$ cat src/rtl/rv32i_pkg.sv
// Shared RV32I fetch-path definitions: datapath width, NOP encoding and the
// instruction-cache FSM state type.
package rv32i_pkg;

   localparam int unsigned DPW = 32;
   localparam logic [DPW-1:0] NOP = 32'h0000_0013;

   typedef enum logic {
      IDLE   = 1'b0,
      REFILL = 1'b1
   } icache_state_e;

endpackage

$ cat src/rtl/icache_line_ram.sv
// Tag/valid/data storage for the direct-mapped instruction cache.
// Combinational indexed read, single-word write, per-line valid set and a
// clear-all for flush. Only the valid bits are reset.
module icache_line_ram
   import rv32i_pkg::*;
#(
   parameter int unsigned NumLines     = 8,
   parameter int unsigned WordsPerLine = 4,
   parameter int unsigned TagW         = 25,
   localparam int unsigned IdxW        = $clog2(NumLines),
   localparam int unsigned WOffW       = $clog2(WordsPerLine)
) (
   input  logic             clk,
   input  logic             rst_n,
   input  logic [IdxW-1:0]  rd_index,
   input  logic [WOffW-1:0] rd_word,
   output logic             rd_valid,
   output logic [TagW-1:0]  rd_tag,
   output logic [DPW-1:0]   rd_data,
   input  logic             wr_en,
   input  logic [IdxW-1:0]  wr_index,
   input  logic [WOffW-1:0] wr_word,
   input  logic [DPW-1:0]   wr_data,
   input  logic             set_valid,
   input  logic [TagW-1:0]  set_tag,
   input  logic             clr_all
);

   logic [NumLines-1:0] valid_q;
   logic [TagW-1:0]     tag_q  [NumLines];
   logic [DPW-1:0]      data_q [NumLines*WordsPerLine];

   // Valid bits: reset and flush clear all lines; flush wins over a line fill.
   always_ff @(posedge clk) begin
      if (!rst_n) begin
         valid_q <= '0;
      end else if (clr_all) begin
         valid_q <= '0;
      end else if (set_valid) begin
         valid_q[wr_index] <= 1'b1;
      end
   end

   // Data words and tags: plain storage, meaningless until the valid bit is set.
   always_ff @(posedge clk) begin
      if (wr_en) begin
         data_q[{wr_index, wr_word}] <= wr_data;
      end
      if (set_valid) begin
         tag_q[wr_index] <= set_tag;
      end
   end

   assign rd_valid = valid_q[rd_index];
   assign rd_tag   = tag_q[rd_index];
   assign rd_data  = data_q[{rd_index, rd_word}];

endmodule

$ cat src/rtl/icache_dm.sv
// Direct-mapped instruction cache with zero-latency hits and a word-serial
// refill FSM (IDLE/REFILL).
// Optional feature: define ICACHE_STATS_EN to add saturating hit_cnt/miss_cnt.
module icache_dm
   import rv32i_pkg::*;
#(
   parameter int unsigned NumLines     = 8,
   parameter int unsigned WordsPerLine = 4
) (
   input  logic           clk,
   input  logic           rst_n,
   input  logic [DPW-1:0] PCF,
   input  logic           flush,
   output logic [DPW-1:0] instr,
   output logic           stall,
   output logic           mem_req,
   output logic [DPW-1:0] mem_addr,
   input  logic           mem_ack,
   input  logic [DPW-1:0] mem_rdata
`ifdef ICACHE_STATS_EN
   ,
   output logic [31:0]    hit_cnt,
   output logic [31:0]    miss_cnt
`endif
);

   localparam int unsigned WOffW = $clog2(WordsPerLine);
   localparam int unsigned OffW  = WOffW + 2;
   localparam int unsigned IdxW  = $clog2(NumLines);
   localparam int unsigned TagW  = DPW - OffW - IdxW;
   localparam logic [WOffW-1:0] LastWord = WOffW'(WordsPerLine - 1);

   icache_state_e    state_q, state_d;
   logic [DPW-1:0]   base_q, base_d;
   logic [WOffW-1:0] cnt_q, cnt_d;

   logic             rd_valid;
   logic [TagW-1:0]  rd_tag;
   logic [DPW-1:0]   rd_data;
   logic             wr_en;
   logic             set_valid;
   logic             hit;
   logic             unused_pcf_lsbs;

   assign unused_pcf_lsbs = ^PCF[1:0];

   icache_line_ram #(
      .NumLines     (NumLines),
      .WordsPerLine (WordsPerLine),
      .TagW         (TagW)
   ) u_ram (
      .clk       (clk),
      .rst_n     (rst_n),
      .rd_index  (PCF[OffW +: IdxW]),
      .rd_word   (PCF[2 +: WOffW]),
      .rd_valid  (rd_valid),
      .rd_tag    (rd_tag),
      .rd_data   (rd_data),
      .wr_en     (wr_en),
      .wr_index  (base_q[OffW +: IdxW]),
      .wr_word   (cnt_q),
      .wr_data   (mem_rdata),
      .set_valid (set_valid),
      .set_tag   (base_q[DPW-1 -: TagW]),
      .clr_all   (flush)
   );

   assign hit      = (state_q == IDLE) && rd_valid && (rd_tag == PCF[DPW-1 -: TagW]);
   assign instr    = hit ? rd_data : NOP;
   assign stall    = !hit;
   assign mem_req  = (state_q == REFILL);
   assign mem_addr = mem_req ? (base_q + (DPW'(cnt_q) << 2)) : '0;

   // FSM state, latched line base and refill word counter.
   always_ff @(posedge clk) begin
      if (!rst_n) begin
         state_q <= IDLE;
         base_q  <= '0;
         cnt_q   <= '0;
      end else begin
         state_q <= state_d;
         base_q  <= base_d;
         cnt_q   <= cnt_d;
      end
   end

   // Next-state and RAM write control; a flush discards any coincident ack.
   always_comb begin
      state_d   = state_q;
      base_d    = base_q;
      cnt_d     = cnt_q;
      wr_en     = 1'b0;
      set_valid = 1'b0;
      unique case (state_q)
         IDLE: begin
            if (!hit && !flush) begin
               state_d = REFILL;
               base_d  = {PCF[DPW-1:OffW], {OffW{1'b0}}};
               cnt_d   = '0;
            end
         end
         REFILL: begin
            if (flush) begin
               state_d = IDLE;
            end else if (mem_ack) begin
               wr_en = 1'b1;
               cnt_d = cnt_q + 1'b1;
               if (cnt_q == LastWord) begin
                  set_valid = 1'b1;
                  state_d   = IDLE;
               end
            end
         end
         default: state_d = IDLE;
      endcase
   end

`ifdef ICACHE_STATS_EN
   // Saturating hit/miss statistics; a miss is counted on entry to REFILL.
   always_ff @(posedge clk) begin
      if (!rst_n) begin
         hit_cnt  <= '0;
         miss_cnt <= '0;
      end else begin
         if (hit && (hit_cnt != '1)) begin
            hit_cnt <= hit_cnt + 32'd1;
         end
         if ((state_q == IDLE) && (state_d == REFILL) && (miss_cnt != '1)) begin
            miss_cnt <= miss_cnt + 32'd1;
         end
      end
   end
`endif

endmodule
$ cat config.mk
export PLATFORM = sky130hd
export DESIGN_NAME = icache_dm
export DESIGN_NICKNAME = d
export VERILOG_FILES = /design/src/rtl/rv32i_pkg.sv /design/src/rtl/icache_line_ram.sv /design/src/rtl/icache_dm.sv
export SDC_FILE = /design/constraint.sdc
export NUM_CORES = 1
export LEC_CHECK = 0
export ABC_CLOCK_PERIOD_IN_PS = 3600
export CAP_MARGIN = 10
export CELL_PAD_IN_SITES_DETAIL_PLACEMENT = 0
export CELL_PAD_IN_SITES_GLOBAL_PLACEMENT = 2
export CORE_MARGIN = 2
export CORE_UTILIZATION = 33
export DETAILED_ROUTE_END_ITERATION = 16
export GPL_ROUTABILITY_DRIVEN = 1
export PLACE_DENSITY_LB_ADDON = 0.15
export SLEW_MARGIN = 20
export SYNTH_ARGS = -nofsm -noshare
export SYNTH_HDL_FRONTEND = slang
export SYNTH_SLANG_ARGS = --single-unit
$ cat constraint.sdc
create_clock -name clk -period 3.6 [get_ports clk]
set_input_delay 0.72 -clock clk [delete_from_list [all_inputs] [get_ports clk]]
set_output_delay 0.72 -clock clk [all_outputs]
set_load 0.05 [all_outputs]
==> metrics.txt, run 1 <==
status=finished with violations; failing checks=negative setup slack; share of layout cells above drive strength 1=33.6%; final hold violation count=0; later-pin clock latency in the skew report=0.75 ns; count leader, synth=edfxtp_1; fin area=59600 um^2; period utilization=112%; nets@finish=2579; largest net degree at the start of global routing=54; Num CTS Buffers=141; area leader, netlist=edfxtp_1; cells along the critical path=buf_6 > buf_4 > nor2b_1 > buf_4 > a22oi_1 > a21oi_1 > o22ai_1 > nor4_2 > buf_4 > nand4_4 > buf_12 > a211o_1 > buf_6; final setup vio count=33; Required @ worst endpoint=2.88 ns; Max Freq=249 MHz; CP max stage delay=0.45 ns; Worst slew margin=28.6%; Warnings, synthesis=0; top cells by area, synth=edfxtp_1 (76%), mux4_2 (16%), mux2i_1 (2.6%); DR iter-0 viols=1618; mapped cell area=48700 um^2; CP Class=input pin to output port; delay-heaviest family, CP=buffers and inverters; Critical Path Fanout Max=11; Internal=25.1 mW; switching power=6.62 mW; post-synth cell types=41; H-Tree Level Count=4; unrepaired setup endpoints after global routing=yes; DRC=0; root buf cell=clkbuf_16; Async SR Flop Fraction=0%; Top cell by count, worst path=buf_4; Hold WS=0.473 ns; Startpoint Class=input pin; VDD IR max=320 uV; register bit total from synthesis=1263; crit path DAT=3.30 ns; pin slew with the least headroom to its limit=1.07 ns; FF+latch area=37500 um^2; Clock Path Buffers=3; Core Rows=140; Layout fillers=12800; number of synthesized flops with an enable pin=1224; worst path bufs/invs=6; vias in the first global route=24900; PwrDens=531 nW/um^2; clk_skew=0.0271 ns; initial antenna violation count=7; Port Buffers=129; final worst path period need=4.02 ns; clock-pin slew on the worst setup and hold paths=0.05 ns; Max Cap Viol=0; WL/cell=29.1 um; die area=151000 um^2; global-route wire length before repair=187 mm; via/cell ratio=5.12; gr usage total=17.6%; Final Max Tran Viols=0; Setup WS post-layout=-0.419 ns; mean post-synth cell area=22.7 um^2; total global routing overflow=0; multi-input logic area=11100 um^2; CTS tree=built; top cell type's share of synthesized area=75.5%; Cell Area, Placed=55100 um^2; leakage power=19.1 nW; First-pass DRT Iterations=5; I/O pins=134; wirelength, routed=132 mm; Gate Count Post-Synth=2144; clock share of power=43.9%; HPWL after detailed placement=73.2 mm; synth cell count leaders=edfxtp_1 (1224), mux4_2 (342), mux2i_1 (128); Seq/Total Area, Yosys=77.1%; initial core utilization=33.3%; Sw Share=20.9%; overall die height=388 um; die width=388 um; routability cong.=0.728; post-route ant nets=0; sequential share of power=51.2%; ys flop type=edfxtp_1; Setup crit end kind=output port; CORE AREA=146000 um^2; Vias=23200; min-delay worst type=register to register; Synth-to-Final Area Change=22.5%; Sink Count=1263; Comb power frac=4.9%; CP max stage cell=nor4_2
registers in the layout, summed over array words and instances (netlist names):
| name | cells |
|---|---|
| u_ram.valid_q | 8 |
| cnt_q | 2 |
| u_ram.tag_q | 200 |
| mem_req | 1 |
| u_ram.data_q | 1024 |
| base_q | 28 |
stage by stage:
| step | utilization [%] | total power, mW | worst slack (ns) | TNS [ns] | cells |
|---|---|---|---|---|---|
| 2_1_floorplan | - | 17.4 | -0.0144 | -0.287 | 2145 |
| 3_3_place_gp | 37.7 | 18.1 | -0.754 | -35.01 | 4280 |
| 3_5_place_dp | 37.7 | 18.1 | -0.743 | -34.43 | 4280 |
| 4_1_cts | 40.8 | 32.1 | -0.479 | -14.16 | 4536 |
| 5_1_grt | 40.8 | 32.7 | -0.545 | -16.09 | 4537 |
| 6_report | 40.8 | 31.7 | -0.419 | -12.38 | 4537 |
layout make-up:
type                       instances  area share, %
antenna                            1        0.00420
timing repair buffer             337           6.83
clock buffer                     176           6.35
inverter                           2         0.0126
clock inverter                    79           1.13
multi-input combinational        762           18.7
sequential                      1263           63.0
tap                             1917           4.02
cells by family after synthesis:
family,after synthesis,share of synthesized area (%)
and+or+nand+nor,214,2.07
DFF,1263,77.1
AOI/OAI and AO/OA,56,0.833
buffers and inverters,120,1.10
muxes,470,18.5
adders and majority gates,4,0.103
other,1,0.00771
xor gates and xnor gates,16,0.288
routing by layer:
layer	track usage [%]	share of wire [%]	wire length, um
met5	0	0.017	22
met4	4.80	2.1	2780
met3	2.79	3.7	4810
met2	30.0	51	67100
met1	23.5	43	57100
final timing paths:
check                                startpoint                             to  slack [ns]  depth (start not counted)
setup reg to reg    u_ram.tag_q[5][1]$_DFFE_PP_        base_q[26]$_SDFFE_PN0P_        0.56                         12
setup / recovery                         PCF[6]                       instr[1]       -0.42                         13
hold / removal    u_ram.valid_q[0]$_SDFFE_PP0P_  u_ram.valid_q[0]$_SDFFE_PP0P_        0.47                          1
hold reg to reg   u_ram.valid_q[0]$_SDFFE_PP0P_  u_ram.valid_q[0]$_SDFFE_PP0P_        0.47                          1
power by group through the flow:
stage               Sequential (mW)  Combinational (mW)  Clock, mW
global route                   16.2                1.66       14.8
CTS                            16.2                1.60       14.3
global placement               16.5                1.57          0
detailed placement             16.5                1.59          0
floorplan                      16.5               0.862          0
finish                         16.2                1.55       13.9
cells in the final DEF, fill, tap and decap left out, types with 4 or more instances in the layout:
cell type and count:
a221oi_1 4, buf_6 8, clkinvlp_4 4, bufinv_16 10, inv_6 6, clkbuf_16 146
xor2_1 13, clkinv_1 22, clkinv_2 33, buf_4 131, nand2_1 69, and3_1 8
clkdlybuf4s50_1 83, buf_2 8, a21oi_1 8, o22ai_1 5, edfxtp_1 1224, clkbuf_1 28
nor2_2 8, a22oi_1 22, o21a_1 8, and2_1 32, nor2_4 63, ha_1 4
dfxtp_1 39, mux2i_1 128, nand3b_1 4, nand3_1 4, nor2b_1 9, a22o_1 4
buf_12 104, mux4_2 342
repair_timing:
action | CTS | global route
setup endpoints to repair | 33 | 33
buffers inserted | 1 | 0
pin swaps | 3 | 1
resized for setup | 10 | 3
hold buffers | 0 | 0
(Power assumes the default switching activity.)
==> run 2, diff against run 1 <==
--- a/config.mk
+++ b/config.mk
@@ -10,7 +10,7 @@
 export CELL_PAD_IN_SITES_DETAIL_PLACEMENT = 0
 export CELL_PAD_IN_SITES_GLOBAL_PLACEMENT = 2
 export CORE_MARGIN = 2
-export CORE_UTILIZATION = 33
+export CORE_UTILIZATION = 45
 export DETAILED_ROUTE_END_ITERATION = 16
 export GPL_ROUTABILITY_DRIVEN = 1
 export PLACE_DENSITY_LB_ADDON = 0.15
==> metrics.txt, run 2 (synthesis gave the netlist of run 1 again) <==
CP Class=register to output port; Setup WS post-layout=-0.451 ns (-0.0322 ns); initial core utilization=45.4% (+12 points); Core Rows=120 (-14%); initial antenna violation count=3 (-4); flip-flop count of the largest register after layout=1024 (unchanged); Num CTS Buffers=133 (-5.7%); I/O pins=134 (unchanged); later-pin clock latency in the skew report=0.74 ns (about the same); DR iter-0 viols=2393 (+48%); most frequent cells in the layout=edfxtp_1 (1224), mux4_2 (342), clkbuf_16 (134); Worst slew margin=31.2% (+2.6 points); RR Endpoint=base_q[18]$_SDFFE_PN0P_; Comb power frac=5.0% (about the same); routability cong.=0.743 (+2.1%); Vias=23000 (-0.96%); antenna cell count=0 (-1); Clock Path Buffers=3 (unchanged); root buf cell=clkbuf_16; failing checks=negative setup slack; period utilization=113% (+0.89 points); hold depth=1 (unchanged); Largest regs=u_ram.data_q x1024, u_ram.tag_q x200, base_q x28; vias in the first global route=23900 (-3.9%); Critical Path Fanout Max=19 (+8); Internal=24.1 mW (-3.9%); Sink Count=1263 (unchanged); hold_sp=u_ram.valid_q[4]$_SDFFE_PP0P_; final setup vio count=33 (unchanged); Synth-to-Final Area Change=19.5%; Setup crit end kind=output port; pin slew with the least headroom to its limit=1.03 ns (-0.0391 ns); CP max stage cell=mux4_2; final core utilization=54.3% (+13 points); CORE AREA=107000 um^2 (-27%); sequential share of power=53.4% (+2.2 points); post-route ant nets=0 (unchanged); Sw Share=20.7% (-0.17 points); Min-Delay Endpoint=u_ram.valid_q[4]$_SDFFE_PP0P_; wirelength, routed=118 mm (-10%); status=finished with violations; switching power=6.30 mW (-4.8%); Cell Area, Placed=54100 um^2 (-1.9%); HPWL after detailed placement=61.9 mm (-15%); die area=111000 um^2 (-26%); share of layout cells above drive strength 1=31.9% (-1.6 points); DRC=0 (unchanged); final hold violation count=0 (unchanged); multi-input logic area=11100 um^2 (-0.18%); Required @ worst endpoint=2.88 ns (about the same); H-Tree Level Count=4 (unchanged); overall die height=333 um (-14%); clock-pin slew on the worst setup and hold paths=0.06 ns (about the same); First-pass DRT Iterations=5 (unchanged); clock share of power=41.7% (-2.2 points); min-delay worst type=register to register; via/cell ratio=5.78 (+13%); clk_skew=0.0337 ns (+0.00664 ns); final worst path period need=4.05 ns (+0.0322 ns); Max Freq=247 MHz (-0.80%); global-route wire length before repair=170 mm (-9.2%); WL/cell=29.7 um (+2.2%); PwrDens=522 nW/um^2 (-1.7%); Port Buffers=129 (unchanged); Final Max Tran Viols=0 (unchanged); cells along the critical path=mux4_2 > mux2i_1 > xor2_1 > nand4_1 > nor4_2 > buf_4 > nand4_4 > buf_4 > buf_12 > nor2_4 > buf_12; VDD IR max=351 uV (+9.6%); unrepaired setup endpoints after global routing=yes; die width=333 um (-14%); R2R Setup Slk=0.47 ns (-0.09 ns); register with the most flip-flops=u_ram.data_q; nets@finish=2553 (-1.0%); Worst R2R Start=u_ram.tag_q[5][6]$_DFFE_PP_; crit path DAT=3.33 ns (+0.03 ns); R2R cell count=12 (unchanged); Startpoint Class=register; total global routing overflow=0 (unchanged); fin area=58200 um^2 (-2.4%); commonest non-fill, non-tap cell in the layout=edfxtp_1; gr usage total=21.6% (+4.0 points); largest net degree at the start of global routing=61 (+13%); CP max stage delay=0.48 ns (+0.03 ns); leakage power=18.7 nW (-2.0%); Layout fillers=8128 (-37%); Max Cap Viol=0 (unchanged); FF+latch area=37500 um^2 (about the same); CTS tree=built
run 2: changes by cell type in the layout (fill, tap and decap cells not counted), sizes merged:
cell and delta:
bufinv -6, clkbuf -3, diode -1, dlygate4sd2 +1
clkdlybuf4s50 +5, bufbuf +1, clkinv -19, buf -25
inv +3
run 2: worst max-delay path, delay by kind of cell (launching register included):
| family | cells | cell delay (ns) |
|---|---|---|
| flops | 1 | 0.36 |
| simple gates | 4 | 0.62 |
| buf+inv | 4 | 0.66 |
| xor+xnor | 1 | 0.26 |
| mux | 2 | 0.64 |
run 2: worst max-delay path by stage:
stage | cells after the start | end | slack [ns] | from
2_1_floorplan | 10 | instr[10] | -0.01 | PCF[6]
3_3_place_gp | 11 | instr[0] | -0.56 | PCF[6]
3_5_place_dp | 11 | instr[0] | -0.60 | PCF[6]
4_1_cts | 11 | instr[20] | -0.52 | u_ram.tag_q[5][7]$_DFFE_PP_
5_1_grt | 11 | instr[25] | -0.59 | u_ram.tag_q[6][7]$_DFFE_PP_
6_report | 11 | instr[20] | -0.45 | u_ram.tag_q[5][7]$_DFFE_PP_
run 2: power groups by stage:
stage               Sequential (mW)  Clock, mW  Combinational (mW)
finish                         16.2       12.7                1.51
global route                   16.2       13.5                1.62
CTS                            16.2       13.0                1.53
detailed placement             16.5          0                1.53
global placement               16.5          0                1.50
floorplan                      16.5          0               0.862
run 2: final cells by class:
cell class | count | share of cell area, %
Clock inverter | 57 | 0.759
Inverter | 2 | 0.0129
Multi-Input combinational cell | 762 | 19.1
Timing Repair Buffer | 319 | 6.53
Tap cell | 1403 | 3.02
Sequential cell | 1263 | 64.5
Clock buffer | 173 | 6.07
run 2: timing repair:
| item | in CTS | in global routing |
|---|---|---|
| cloned | 2 | 0 |
| resized for setup | 9 | 5 |
| hold buffers | 0 | 0 |
| buffers inserted | 1 | 1 |
| pin swaps | 3 | 3 |
| hold endpoints to repair | 0 | 0 |
| setup endpoints to repair | 35 | 33 |
run 2: routing by layer:
layer	global-route usage [%]	vias up	wire, um
li1	-	9681	-
met1	29.2	12400	49000
met2	37.0	691	60900
met3	3.12	179	5950
met4	5.69	0	2390
met5	0	-	0
run 2: metrics by stage:
stage | instances | hold slack [ns] | worst slack, ns | TNS [ns] | power [mW]
floorplan | 2145 | 0.435 | -0.0144 | -0.287 | 17.4
global placement | 3745 | 0.442 | -0.562 | -23.66 | 18.0
detailed placement | 3745 | 0.453 | -0.604 | -26.03 | 18.1
CTS | 3978 | 0.466 | -0.521 | -15.87 | 30.7
global route | 3979 | 0.481 | -0.592 | -18.18 | 31.4
finish | 3979 | 0.464 | -0.451 | -13.52 | 30.4
==> run 3, diff against run 2 <==
--- a/config.mk
+++ b/config.mk
@@ -10,8 +10,9 @@
 export CELL_PAD_IN_SITES_DETAIL_PLACEMENT = 0
 export CELL_PAD_IN_SITES_GLOBAL_PLACEMENT = 2
 export CORE_MARGIN = 2
-export CORE_UTILIZATION = 45
+export CORE_UTILIZATION = 46
 export DETAILED_ROUTE_END_ITERATION = 16
+export DONT_BUFFER_PORTS = 1
 export GPL_ROUTABILITY_DRIVEN = 1
 export PLACE_DENSITY_LB_ADDON = 0.15
 export SLEW_MARGIN = 20
==> metrics.txt, run 3 (synthesis gave the netlist of run 1 again) <==
Cell Area, Placed=52000 um^2 (-3.8%); hold depth=0 (-1); met1 Use GR=28.2% (-0.99 points); Max Freq=252 MHz (+2.1%); Vias=22200 (-3.6%); VDD IR max=446 uV (+27%); CP Class=register to output port; gr usage total=21.6% (-0.036 points); Post-CTS Hold Fix Bufs=0 (unchanged); total global routing overflow=0 (unchanged); Synth-to-Final Area Change=15.7%; Worst R2R Start=u_ram.tag_q[6][6]$_DFFE_PP_; RR Endpoint=base_q[7]$_SDFFE_PN0P_; switching power=5.88 mW (-6.6%); Final Max Tran Viols=0 (unchanged); die width=329 um (-1.1%); Worst slew margin=44.7% (+14 points); Port Buffers=0 (-100%); WL/cell=30.5 um (+2.7%); Max Cap Viol=0 (unchanged); H-Tree Level Count=4 (unchanged); Final Instance Count excl. Fillers=3766 (-5.4%); CP max stage delay=0.47 ns (about the same); Startpoint Class=register; largest net degree at the start of global routing=257 (+320%); flip-flop count of the largest register after layout=1024 (unchanged); final setup vio count=33 (unchanged); wirelength, routed=115 mm (-2.8%); die area=108000 um^2 (-2.1%); I/O pins=134 (unchanged); period utilization=110% (-2.4 points); CTS tree=built; sequential share of power=53.5% (about the same); R2R Setup Slk=0.58 ns (+0.11 ns); PwrDens=538 nW/um^2 (+3.0%); later-pin clock latency in the skew report=0.74 ns (about the same); crit path DAT=3.25 ns (-0.08 ns); global-route wire length before repair=164 mm (-3.6%); First-pass DRT Iterations=8 (+3); clock share of power=43.8% (+2.1 points); R2R cell count=11 (-1); GR Util met3=3.87% (+0.75 points); share of layout cells above drive strength 1=30.0% (-1.9 points); final worst path period need=3.97 ns (-0.0847 ns); vias in the first global route=23400 (-2.1%); clk_skew=0.0219 ns (-0.0118 ns); pre-CTS worst setup slack=-0.443 ns (+0.162 ns); GR Layer Usage met2=37.3% (+0.31 points); nets@finish=2345 (-8.1%); commonest non-fill, non-tap cell in the layout=edfxtp_1; Min-Delay Endpoint=u_ram.data_q[8][20]$_DFFE_PP_; Setup crit end kind=output port; post-route ant nets=0 (unchanged); fin area=56300 um^2 (-3.2%); unrepaired setup endpoints after global routing=yes; Cells after DPL=3527 (-5.8%); via/cell ratio=5.89 (+1.9%); most frequent cells in the layout=edfxtp_1 (1224), mux4_2 (342), clkbuf_16 (139); Sw Share=19.4% (-1.3 points); pin slew with the least headroom to its limit=0.827 ns (-0.202 ns); register with the most flip-flops=u_ram.data_q; failing checks=negative setup slack; final core utilization=53.5% (-0.72 points); root buf cell=clkbuf_16; antenna cell count=0 (unchanged); status=finished with violations; grt peak-use layer=met2; Core Rows=119 (-0.83%); CP max stage cell=mux4_2; Num CTS Buffers=134 (+0.75%); DRC=0 (unchanged); Pwr Total=30.3 mW (-0.30%); Clock Path Buffers=3 (unchanged); final hold violation count=0 (unchanged); Top cell by count, worst path=buf_12; cells along the critical path=mux4_2 > mux2i_1 > xor2_1 > nand4_1 > nor4_4 > nand4_4 > buf_12 > a211o_1 > buf_12; CORE AREA=105000 um^2 (-1.9%); initial antenna violation count=0 (-3); hold_sp=mem_rdata[20]; Comb power frac=2.7% (-2.3 points); Critical Path Fanout Max=7 (-12); routability cong.=0.723 (-2.8%); leakage power=17.8 nW (-4.8%); Sink Count=1263 (unchanged); min-delay worst type=input pin to register; HPWL after detailed placement=53.9 mm (-13%); clock-pin slew on the worst setup and hold paths=0.06 ns (about the same); DR iter-0 viols=1973 (-18%); Required @ worst endpoint=2.88 ns (about the same); Internal=24.4 mW (+1.3%); overall die height=329 um (-1.1%); initial core utilization=46.3% (+0.90 points); Setup WS post-layout=-0.366 ns (+0.0847 ns); Largest regs=u_ram.data_q x1024, u_ram.tag_q x200, base_q x28
run 3: area by class of cell:
type,instances,area [um^2]
tap,1391,1740
fill,8034,48800
clock inverter,73,621
inverter,2,7.51
clock buffer,165,3600
sequential,1263,37500
timing repair buffer,110,1680
multi-input combinational,762,11100
run 3: routing by layer:
layer  vias up  wire (um)
li1       9267          -
met1     12100      46600
met2       606      59600
met3       170       6060
met4         0       2660
met5         -          0
run 3: how the worst max path moves through the flow:
stage	startpoint	to	slack [ns]	depth (start not counted)
5_1_grt	u_ram.tag_q[6][23]$_DFFE_PP_	instr[4]	-0.52	9
3_3_place_gp	PCF[4]	instr[0]	-0.39	10
3_5_place_dp	PCF[6]	instr[1]	-0.44	10
2_1_floorplan	PCF[6]	instr[10]	-0.01	10
4_1_cts	u_ram.tag_q[1][2]$_DFFE_PP_	instr[1]	-0.48	9
6_report	u_ram.tag_q[6][23]$_DFFE_PP_	instr[1]	-0.37	9
run 3: repair_timing:
item | 4_1_cts | 5_1_grt
endpoints found under the hold margin | 0 | 0
gates resized for setup | 2 | 2
buffers inserted | 1 | 0
pin swaps | 3 | 0
cloned | 0 | 0
setup endpoints to repair | 33 | 33
run 3: power groups by stage:
stage          combinational (mW)  sequential (mW)  clock, mW
6_report                    0.826             16.2       13.3
5_1_grt                     0.869             16.2       14.1
4_1_cts                     0.836             16.2       13.5
3_5_place_dp                0.830             16.5          0
3_3_place_gp                0.827             16.5          0
2_1_floorplan               0.862             16.5          0
run 3: per-stage QoR:
stage                     setup TNS, ns  hold WS, ns
after CTS                        -13.71       0.0279
after global placement           -11.31        0.442
final                            -10.19       0.0786
after global routing             -15.24       0.0413
after floorplan                  -0.287        0.435
after detailed placement         -13.95        0.454
run 3: critical path: cells and delay by family (launching register included):
family	cells	cell delay (ns)
muxes	2	0.65
and+or+nand+nor	3	0.61
DFF	1	0.39
buffers and inverters	2	0.36
AOI/OAI and AO/OA	1	0.27
xor gates and xnor gates	1	0.24
